`src/rtl/rr_arbiter.sv`:
```
// rr_arbiter: N-channel clocked mutual-exclusion arbiter.
// Grants at most one requester at a time in round-robin order, keeps the
// grant while the owner holds its request, optionally revokes a grant held
// too long under contention, and always leaves one empty cycle between
// consecutive owners so the grant vector never shows two owners back to back.

module rr_arbiter #(
    parameter int N        = 4,
    parameter int MAX_HOLD = 16,
    localparam int ID_W    = $clog2(N)
) (
    input  logic            clk,
    input  logic            rst_n,
    input  logic [N-1:0]    req,
    output logic [N-1:0]    grant,
    output logic            grant_valid,
    output logic [ID_W-1:0] grant_id,
    output logic            preempt
);

    localparam int         SW        = ID_W + 1;
    localparam logic [7:0] HOLD_LIMIT = 8'(MAX_HOLD);

    typedef enum logic [1:0] {
        IDLE,
        GRANT,
        GAP
    } state_t;

    state_t          state;
    logic [ID_W-1:0] ptr;
    logic [7:0]      hold_cnt;

    logic [N-1:0]    rot_req;
    logic [SW-1:0]   cand;
    logic            pick_valid;
    logic [ID_W-1:0] pick_id;
    logic            owner_req;
    logic            others_req;
    logic            timeout;
    logic [ID_W-1:0] next_ptr;

    // Rotate requests so bit 0 is the channel at ptr, then take the first set bit and map it back to a channel index.
    always_comb begin
        rot_req    = N'({req, req} >> ptr);
        pick_valid = 1'b0;
        pick_id    = '0;
        cand       = '0;
        for (int i = 0; i < N; i++) begin
            if (!pick_valid && rot_req[i]) begin
                pick_valid = 1'b1;
                cand       = {1'b0, ptr} + SW'(i);
                if (cand >= SW'(N)) begin
                    cand = cand - SW'(N);
                end
                pick_id = cand[ID_W-1:0];
            end
        end
    end

    // Owner/contention status and the lowest-priority pointer for the current owner.
    always_comb begin
        owner_req  = |(req & grant);
        others_req = |(req & ~grant);
        timeout    = (MAX_HOLD > 0) && (hold_cnt == HOLD_LIMIT) && others_req;
        next_ptr   = (grant_id == ID_W'(N - 1)) ? '0 : grant_id + 1'b1;
    end

    // Arbitration state machine with all outputs registered.
    always_ff @(posedge clk or negedge rst_n) begin
        if (!rst_n) begin
            state       <= IDLE;
            ptr         <= '0;
            hold_cnt    <= '0;
            grant       <= '0;
            grant_valid <= 1'b0;
            grant_id    <= '0;
            preempt     <= 1'b0;
        end else begin
            case (state)
                IDLE, GAP: begin
                    preempt <= 1'b0;
                    if (pick_valid) begin
                        grant       <= {{(N-1){1'b0}}, 1'b1} << pick_id;
                        grant_valid <= 1'b1;
                        grant_id    <= pick_id;
                        hold_cnt    <= 8'd1;
                        state       <= GRANT;
                    end else begin
                        state <= IDLE;
                    end
                end
                GRANT: begin
                    if (!owner_req || timeout) begin
                        grant       <= '0;
                        grant_valid <= 1'b0;
                        ptr         <= next_ptr;
                        preempt     <= owner_req;
                        state       <= GAP;
                    end else begin
                        preempt <= 1'b0;
                        if (hold_cnt < HOLD_LIMIT) begin
                            hold_cnt <= hold_cnt + 8'd1;
                        end
                    end
                end
                default: begin
                    grant       <= '0;
                    grant_valid <= 1'b0;
                    preempt     <= 1'b0;
                    state       <= IDLE;
                end
            endcase
        end
    end

endmodule
```
`config.mk`:
```
export PLATFORM = sky130hd
export DESIGN_NAME = rr_arbiter
export DESIGN_NICKNAME = d
export VERILOG_FILES = /design/src/rtl/rr_arbiter.sv
export SDC_FILE = /design/constraint.sdc
export NUM_CORES = 1
export LEC_CHECK = 0
export ABC_AREA = 1
export CAP_MARGIN = 0
export CORE_MARGIN = 2
export CORE_UTILIZATION = 37
export CTS_CLUSTER_SIZE = 28
export DETAILED_ROUTE_END_ITERATION = 8
export PLACE_DENSITY_LB_ADDON = 0.15
export SKIP_CTS_REPAIR_TIMING = 1
export SKIP_LAST_GASP = 1
export SYNTH_ARGS = -nofsm -noshare
export SYNTH_HDL_FRONTEND = slang
export SYNTH_SLANG_ARGS = --single-unit
```
`constraint.sdc`:
```
create_clock -name clk -period 1.6 [get_ports clk]
set_clock_uncertainty 0.15 [all_clocks]
set_input_delay 0.32 -clock clk [delete_from_list [all_inputs] [get_ports clk]]
set_output_delay 0.32 -clock clk [all_outputs]
set_load 0.02 [all_outputs]
```
Yosys cells after proc, flatten, opt, wreduce, memory -nomap -nowiden --
Index checks and enable logic that the tools add are counted.
Word-level totals: memory bits (read-only) 0, bits in writable memories 0, output and inout bits 8, input bits 6, register bits 20, memories kept 0, latch bits 0, word-level logic and storage cells 80
Cells by class: $lt $le $gt $ge 5, shift-type cells 2, divide/modulo/power cells 0, multiplexer cells 28, bitwise operators 3, reductions and logical operators 18, $add $sub $neg 9, equal/unequal tests 8, multiply operators 0
Operator list (number):
- 2-to-1 mux 8 bit | 3
- 2-to-1 mux 2 bit | 10
- case mux 8 bit (2 select lines) | 1
- >= comparator 3 bit, second input constant | 3
- 2-to-1 mux 1 bit | 9
- adder 8 x 1 -> 8 bit, second input constant | 1
- AND 4 bit | 2
- equality test 8 x 5 -> 1 bit, second input constant | 1
- < comparator 8 x 5 -> 1 bit, second input constant | 1
- 2-to-1 mux 4 bit | 2
- inequality test 2 bit, second input constant | 4
- case mux 4 bit (2 select lines) | 1
- OR reduction 4 bit | 2
- right shift 8 x 2 -> 4 bit | 1
- subtractor 2 x 1 -> 2 bit, second input constant | 4
- adder 2 x 2 -> 3 bit, second input constant | 2
- AND reduction 2 bit | 3
- equality test 2 bit, second input constant | 2
- logical AND 1 bit | 4
- zero test 1 bit | 4
- NOT 4 bit | 1
- case mux 2 bit (2 select lines) | 1
- AND reduction 4 bit | 1
- << shifter 1 x 2 -> 4 bit, first input constant | 1
- other kinds (9) | 9

Longest topological paths before layout --
Gate-level depths: netlist (run 1).
depth after elaboration 14, depth in mapped cells 12, mapped depth without buffers 11

Worst setup path before layout (run 1) --
Ideal clock, no wire load.
kind register to register, start point reg grant[2], end point reg hold_cnt[2], clock period less this slack 1641 ps, data required time 1333 ps, path slack -41 ps, cell stages (with the launch flop) 10, setup time 117 ps, path buffers 0, arrival 1374 ps, cells stage by stage dfrtp_1 inv_1 nand2_1 o21ai_0 o21ai_2 nand2_4 a21boi_4 nand2_4 nand2_1 nand2_1
Between the ends: longest elaborated chain between the ends 7, elaborated cells between the ends (all ways) 10
RTL lines:
- start, declared | line 15 | output logic [N-1:0] grant,
- start signal, assigned | line 84 | grant <= {{(N-1){1'b0}}, 1'b1} << pick_id;
- NOT 4 bit | line 64 | others_req = |(req & ~grant);
- AND 4 bit | line 64
- OR reduction 4 bit | line 64
- logical AND 1 bit | line 65 | timeout = (MAX_HOLD > 0) && (hold_cnt == HOLD_LIMIT) && others_req;
- logical OR 1 bit * | line 94 | if (!owner_req || timeout) begin
- inequality test 2 bit (no line) *
- AND reduction 4 bit (no line) *
- end signal, assigned | line 103 | hold_cnt <= hold_cnt + 8'd1;
- end, declared | line 32 | logic [7:0] hold_cnt;
Mark *: on every way between the ends. The rest lies on a longest branch, timed or not. A chain may end at the register's enable or synchronous reset.

Worst setup path after layout (run 1) --
start point reg ptr[0], end point reg grant[1]
Between the ends: longest elaborated chain between the ends 14, elaborated cells between the ends (all ways) 35
RTL lines:
- start, declared | line 31 | logic [ID_W-1:0] ptr;
- start signal, assigned | line 97 | ptr <= next_ptr;
- parallel branches: the longest is 14 deep, another holds adder 2 x 1 -> 3 bit
Several ways; the timed one is not identified. The select of a mux whose other input is x is not followed.

==> results of run 1 <==
## worst paths after layout
check	end	cells past startpoint
setup / recovery	grant[1]	11
hold / removal	hold_cnt[1]	2
setup reg to reg	grant[1]	11
hold reg to reg	grant_valid	2
max in group asynchronous	grant[0]	2
min in group clk	grant_valid	2
## cell type report
| class | instances | area [sq um] | share of cell area [%] |
|---|---|---|---|
| Inverter | 17 | 76.3 | 3.62 |
| Tap cell | 46 | 57.6 | 2.73 |
| Sequential cell | 20 | 505 | 24.0 |
| Multi-Input combinational cell | 137 | 963 | 45.7 |
| Clock buffer | 4 | 36.3 | 1.72 |
| Timing Repair Buffer | 51 | 468 | 22.2 |
## state kept, by name, summed over array words and instances (netlist names)
signal and flops:
preempt 1, grant_valid 1, ptr 2, grant 4, hold_cnt 8, state 2, grant_id 2
## power by group through the flow
stage | logic (W) | registers, W | clock network [W]
4_1_cts | 0.00222 | 0.000859 | 0.000314
2_1_floorplan | 0.00133 | 0.000882 | 0
6_report | 0.00314 | 0.000888 | 0.000315
3_3_place_gp | 0.00217 | 0.000863 | 0
5_1_grt | 0.00341 | 0.000910 | 0.000338
3_5_place_dp | 0.00220 | 0.000867 | 0
## routing by layer
layer | up-vias | routed length (um)
li1 | 674 | -
met1 | 657 | 1690
met2 | 43 | 2000
met3 | 4 | 181
met4 | 0 | 34
met5 | - | 0
## metrics by stage
step	util (%)	TNS (ps)	setup slack [ps]	area, sq um
4_1_cts	51.0	-4970	-290	1730
5_1_grt	62.2	-3340	-270	2110
3_5_place_dp	49.9	-8430	-545	1690
6_report	62.2	-1580	-165	2110
2_1_floorplan	-	0	0.337	1330
3_3_place_gp	49.9	-7820	-506	1690
## placed cells by master (no fill, tap or decap), types with 5 or more instances in the layout
cell type	count
dfrtp_1	16
a21oi_2	5
buf_4	32
nand2_2	14
nor2_1	10
nand3_1	11
nand2_4	14
nand3_2	9
nand2_1	42
buf_6	6
dlymetal6s2s_1	12
inv_1	10
## logic make-up after synthesis
kind of cell | Yosys count | synth area share, %
buffers and inverters | 19 | 6.62
and+or+nand+nor | 113 | 42.0
xor gates and xnor gates | 4 | 2.65
AOI/OAI and AO/OA | 16 | 8.04
DFF | 20 | 37.8
adders and majority gates | 3 | 2.84
==> out/results.txt, run 1 <==
Status: finished with violations
Failing checks: negative setup slack
Sw Share: 48.8%
Crit-path max cell delay: 520 ps
Clock Path Buffers: 2
Die area: 0.00407 sq mm
Post-synth EDFFs: 0
Final-report hold violation count: 0
Buffer and inverter count on the worst path: 2
Critical Path AT: 1840 ps
Die W: 63.8 um
Fill cells: 289
Worst path slowest cell: dfrtp_2
Rows: 21
Crit-path leading delay family: simple AND/OR/NAND/NOR gates
Area grow syn2layout: 59.3%
Post-Route WL: 3910 um
Post-route ant nets: 0
CTS sink count: 20
Number of global-route vias before repair: 1193
Initial Utilization: 39.0%
Post-Syn Area: 0.00132 sq mm
CP Class: reg -> reg
CTS tree: built
Setup violators final: 16
Final worst slack: -165 ps
Clk root buf: clkbuf_4
Period utilization: 110%
Overflow after GRT: 0
Placed Cells: 258
Hold Path Class: in -> async
Rel. slew slack: 80.9%
Largest net degree at the start of global routing: 21
Hold Slack: 174 ps
Via density: 5.01
Synth top area cells: dfrtp_1, nand2_1, nand3_1
RSZ-0062 raised after global routing: true
Worst vdd ir: 0.00115 V
Clock slew at reported path FFs: 130 ps
Grt met3 use: 2.99%
Synthesized area per cell: 7.56 sq um
Async set-or-reset flop fraction in the synthesized netlist: 100%
Syn nets: 184
Crit-path cells: inv_8, nand2_4, nand3_2, nand2_4, nor2_4, buf_6, nand3_2, nor2_2, nor2_2, nand2_1, nand2_1
Switch Pwr: 0.00212 W
First-pass GRT wire length: 5650 um
Detailed Place HPWL: 2470 um
Die height: 63.8 um
CTS H-tree depth: 1
Non-filler instance count after layout: 275
Worst-path fanout max: 8
Worst-margin pin slew: 286 ps
Max Cap Viol: 0
GRT Total Usage: 17.7%
Met2 Usage GRT: 26.3%
Nets: 239
Post-synth cell types: 29
Synth Instances: 175
Setup crit start kind: flip-flop
Most numerous cell in the Yosys netlist: nand2_1
Number of port buffers: 13
YS warnings: 0
Worst reg-to-reg setup slack: -170 ps
DRC violations left: 0
Placer congestion estimate: 0.809
Area leader, netlist: dfrtp_1
Fmax: 566 MHz
Worst Setup SP: ptr[0]
Primary FF master, synth: dfrtp_1
Share of layout cells above drive strength 1: 48.0%
Core Area: 0.00339 sq mm
CTS Buf Count: 3
Minimum clock period: 1770 ps
Grt peak-use layer: met2
Leak pwr: 1.15 nW
Final slew viol count: 0
Total number of vias: 1378
Clock Latency Late Sink: 320 ps
Comb power frac: 72.3%
Reg-to-reg startpoint: ptr[0]
DRT iter0 DRCs: 63
Initial antenna violation count: 0
Met1 Resource Use GR: 26.2%
Cell Pwr Density: 2060 mW/mm^2
Diode count: 0
#FFs+latches synth: 20
Initial DRT Pass Iterations: 4
Critical Path End Type: flip-flop
Top-area cell type share of the netlist area: 37.8%
Clock power frac: 7.3%
Tot Pwr: 0.00434 W
Number of top-level pins: 14
Int Power: 0.00222 W
Drt wl/cell: 14.2 um
Most common library cells after synthesis: nand2_1, nand3_1, dfrtp_1, inv_1, nor2_1
Reg power frac: 20.4%
Seq/Total Area, Yosys: 37.8%
CP required: 1670 ps
Note: power is estimated with default switching activity, not from simulation.
==> inputs of run 2 (changes only) <==
- SLEW_MARGIN: unset -> 0
- clock period: 1.6 -> 2.1 ns (I/O delays scaled with it)
==> out/results.txt, run 2 (same netlist as run 1, synthesis figures left out) <==
Status: completed
Sw Share: 48.1%
Initial Utilization: 39.0%
Die height: 63.8 um
Worst path slowest cell: clkdlybuf4s50_1
Placed Cells: 242
Number of top-level pins: 14
CTS sink count: 20
Worst Setup SP: grant[1]
Placed cell areas: 0.00157 sq mm
Hold Path Class: in -> async
Initial antenna violation count: 0
Cell Pwr Density: 1500 mW/mm^2
Initial DRT Pass Iterations: 4
Setup violators final: 0
Worst-path fanout max: 4
Crit-path leading delay family: buffers and inverters
Top reg by flops: hold_cnt
Die area: 0.00407 sq mm
Area grow syn2layout: 22.6%
Reg-to-reg startpoint: ptr[0]
RSZ-0062 raised after global routing: false
Nets: 210
Clock slew at reported path FFs: 120 ps
Period utilization: 92.5%
Die W: 63.8 um
Via density: 4.80
Share of layout cells above drive strength 1: 18.0%
Rows: 21
Fin area: 0.00162 sq mm
Core Area: 0.00339 sq mm
DRC violations left: 0
Leak pwr: 0.814 nW
Worst r2r path cells: 10
Clock Path Buffers: 2
Setup crit start kind: flip-flop
Biggest regs: hold_cnt: 8 flops, grant: 4 flops
CTS Buf Count: 3
Placer congestion estimate: 0.817
Fmax: 515 MHz
Number of global-route vias before repair: 1117
Critical Path End Type: primary output
Final-report hold violation count: 0
CTS H-tree depth: 1
Buffer and inverter count on the worst path: 1
First-pass GRT wire length: 5150 um
Worst-margin pin slew: 459 ps
Drt wl/cell: 12.1 um
Critical Path AT: 1370 ps
Total number of vias: 1182
Int Power: 0.00126 W
Post-Route WL: 2970 um
CP required: 1530 ps
Crit path depth: 1
CTS tree: built
Switch Pwr: 0.00117 W
Max Cap Viol: 0
CP Class: reg -> out
GRT Total Usage: 16.0%
Largest net degree at the start of global routing: 21
Reg power frac: 28.0%
Detailed Place HPWL: 2320 um
Non-filler instance count after layout: 246
Clk root buf: clkbuf_4
Number of port buffers: 13
Comb power frac: 58.9%
Worst vdd ir: 0.000762 V
Crit-path max cell delay: 640 ps
Clock power frac: 13.1%
Minimum clock period: 1940 ps
Fill cells: 331
Hold Slack: 275 ps
Clock Latency Late Sink: 310 ps
Post-route ant nets: 0
Final slew viol count: 0
DRT iter0 DRCs: 48
Crit-path cells: clkdlybuf4s50_1
Overflow after GRT: 0
Most frequent cells in the layout: nand2_1, nand3_1, dfrtp_1, clkdlybuf4s50_1
Diode count: 0
Rel. slew slack: 69.4%
Max reg flops: 8
Commonest non-fill, non-tap cell in the layout: nand2_1
## run 2: cell count changes in the layout (fill, tap and decap cells not counted), moves of 10 or more
| cell | delta |
|---|---|
| buf_4 | -22 |
| clkdlybuf4s50_1 | +12 |
| dlymetal6s2s_1 | -12 |
| nand2_1 | +20 |
| nand2_4 | -11 |
| nand3_1 | +10 |
## run 2: final cells by class
cell class | count | area, sq um | area share (%)
inverters | 17 | 71.3 | 4.40
clock buffers | 3 | 22.5 | 1.39
repair buffers | 23 | 205 | 12.7
flip-flops and latches | 20 | 500 | 30.9
well taps | 46 | 57.6 | 3.55
clock inverters | 1 | 30.0 | 1.85
multi-input cells | 136 | 734 | 45.3
## run 2: worst reg2reg max path, delay by kind of cell, from the launching register on
kind,cells,cell delay (ps)
compound gates,1,90
simple gates,8,820
flops,1,650
buf+inv,1,110
## run 2: routing by layer
layer / share of wire [%] / global-route usage (%) / up-vias
li1: - / - / 611
met1: 47 / 22.2 / 532
met2: 46 / 25.7 / 37
met3: 6.6 / 2.29 / 2
met4: 0.64 / 4.89 / 0
met5: 0 / 0 / -
## run 2: path summary, 6_finish.rpt
path | endpoint | slack (ps)
worst min-delay path | preempt | 280
min in group clk | grant_valid | 350
worst min register to register | grant_valid | 350
max in group asynchronous | grant[0] | 1310
worst max register to register | grant[2] | 230
worst max-delay path | grant[1] | 160
## run 2: power groups by stage
stage | Sequential (W) | Clock, W | Combinational (W)
final | 0.000680 | 0.000318 | 0.00143
after global routing | 0.000694 | 0.000346 | 0.00160
after CTS | 0.000678 | 0.000329 | 0.00144
after detailed placement | 0.000685 | 0 | 0.00143
after global placement | 0.000679 | 0 | 0.00141
after floorplan | 0.000669 | 0 | 0.00102
## run 2: through the flow
stage	setup slack, ps	total power, W	TNS (ps)	utilization (%)
after floorplan	459	0.00168	0	-
after global placement	-101	0.00209	-756	46.3
after detailed placement	-130	0.00212	-1230	46.3
after CTS	138	0.00244	0	47.8
after global routing	50.1	0.00264	0	47.8
final	157	0.00243	0	47.8
==> inputs of run 3 (changes only) <==
- SLEW_MARGIN: 0 -> 20
==> results of run 3 <==
The final DEF is identical to that of run 2; final timing and power are the same.
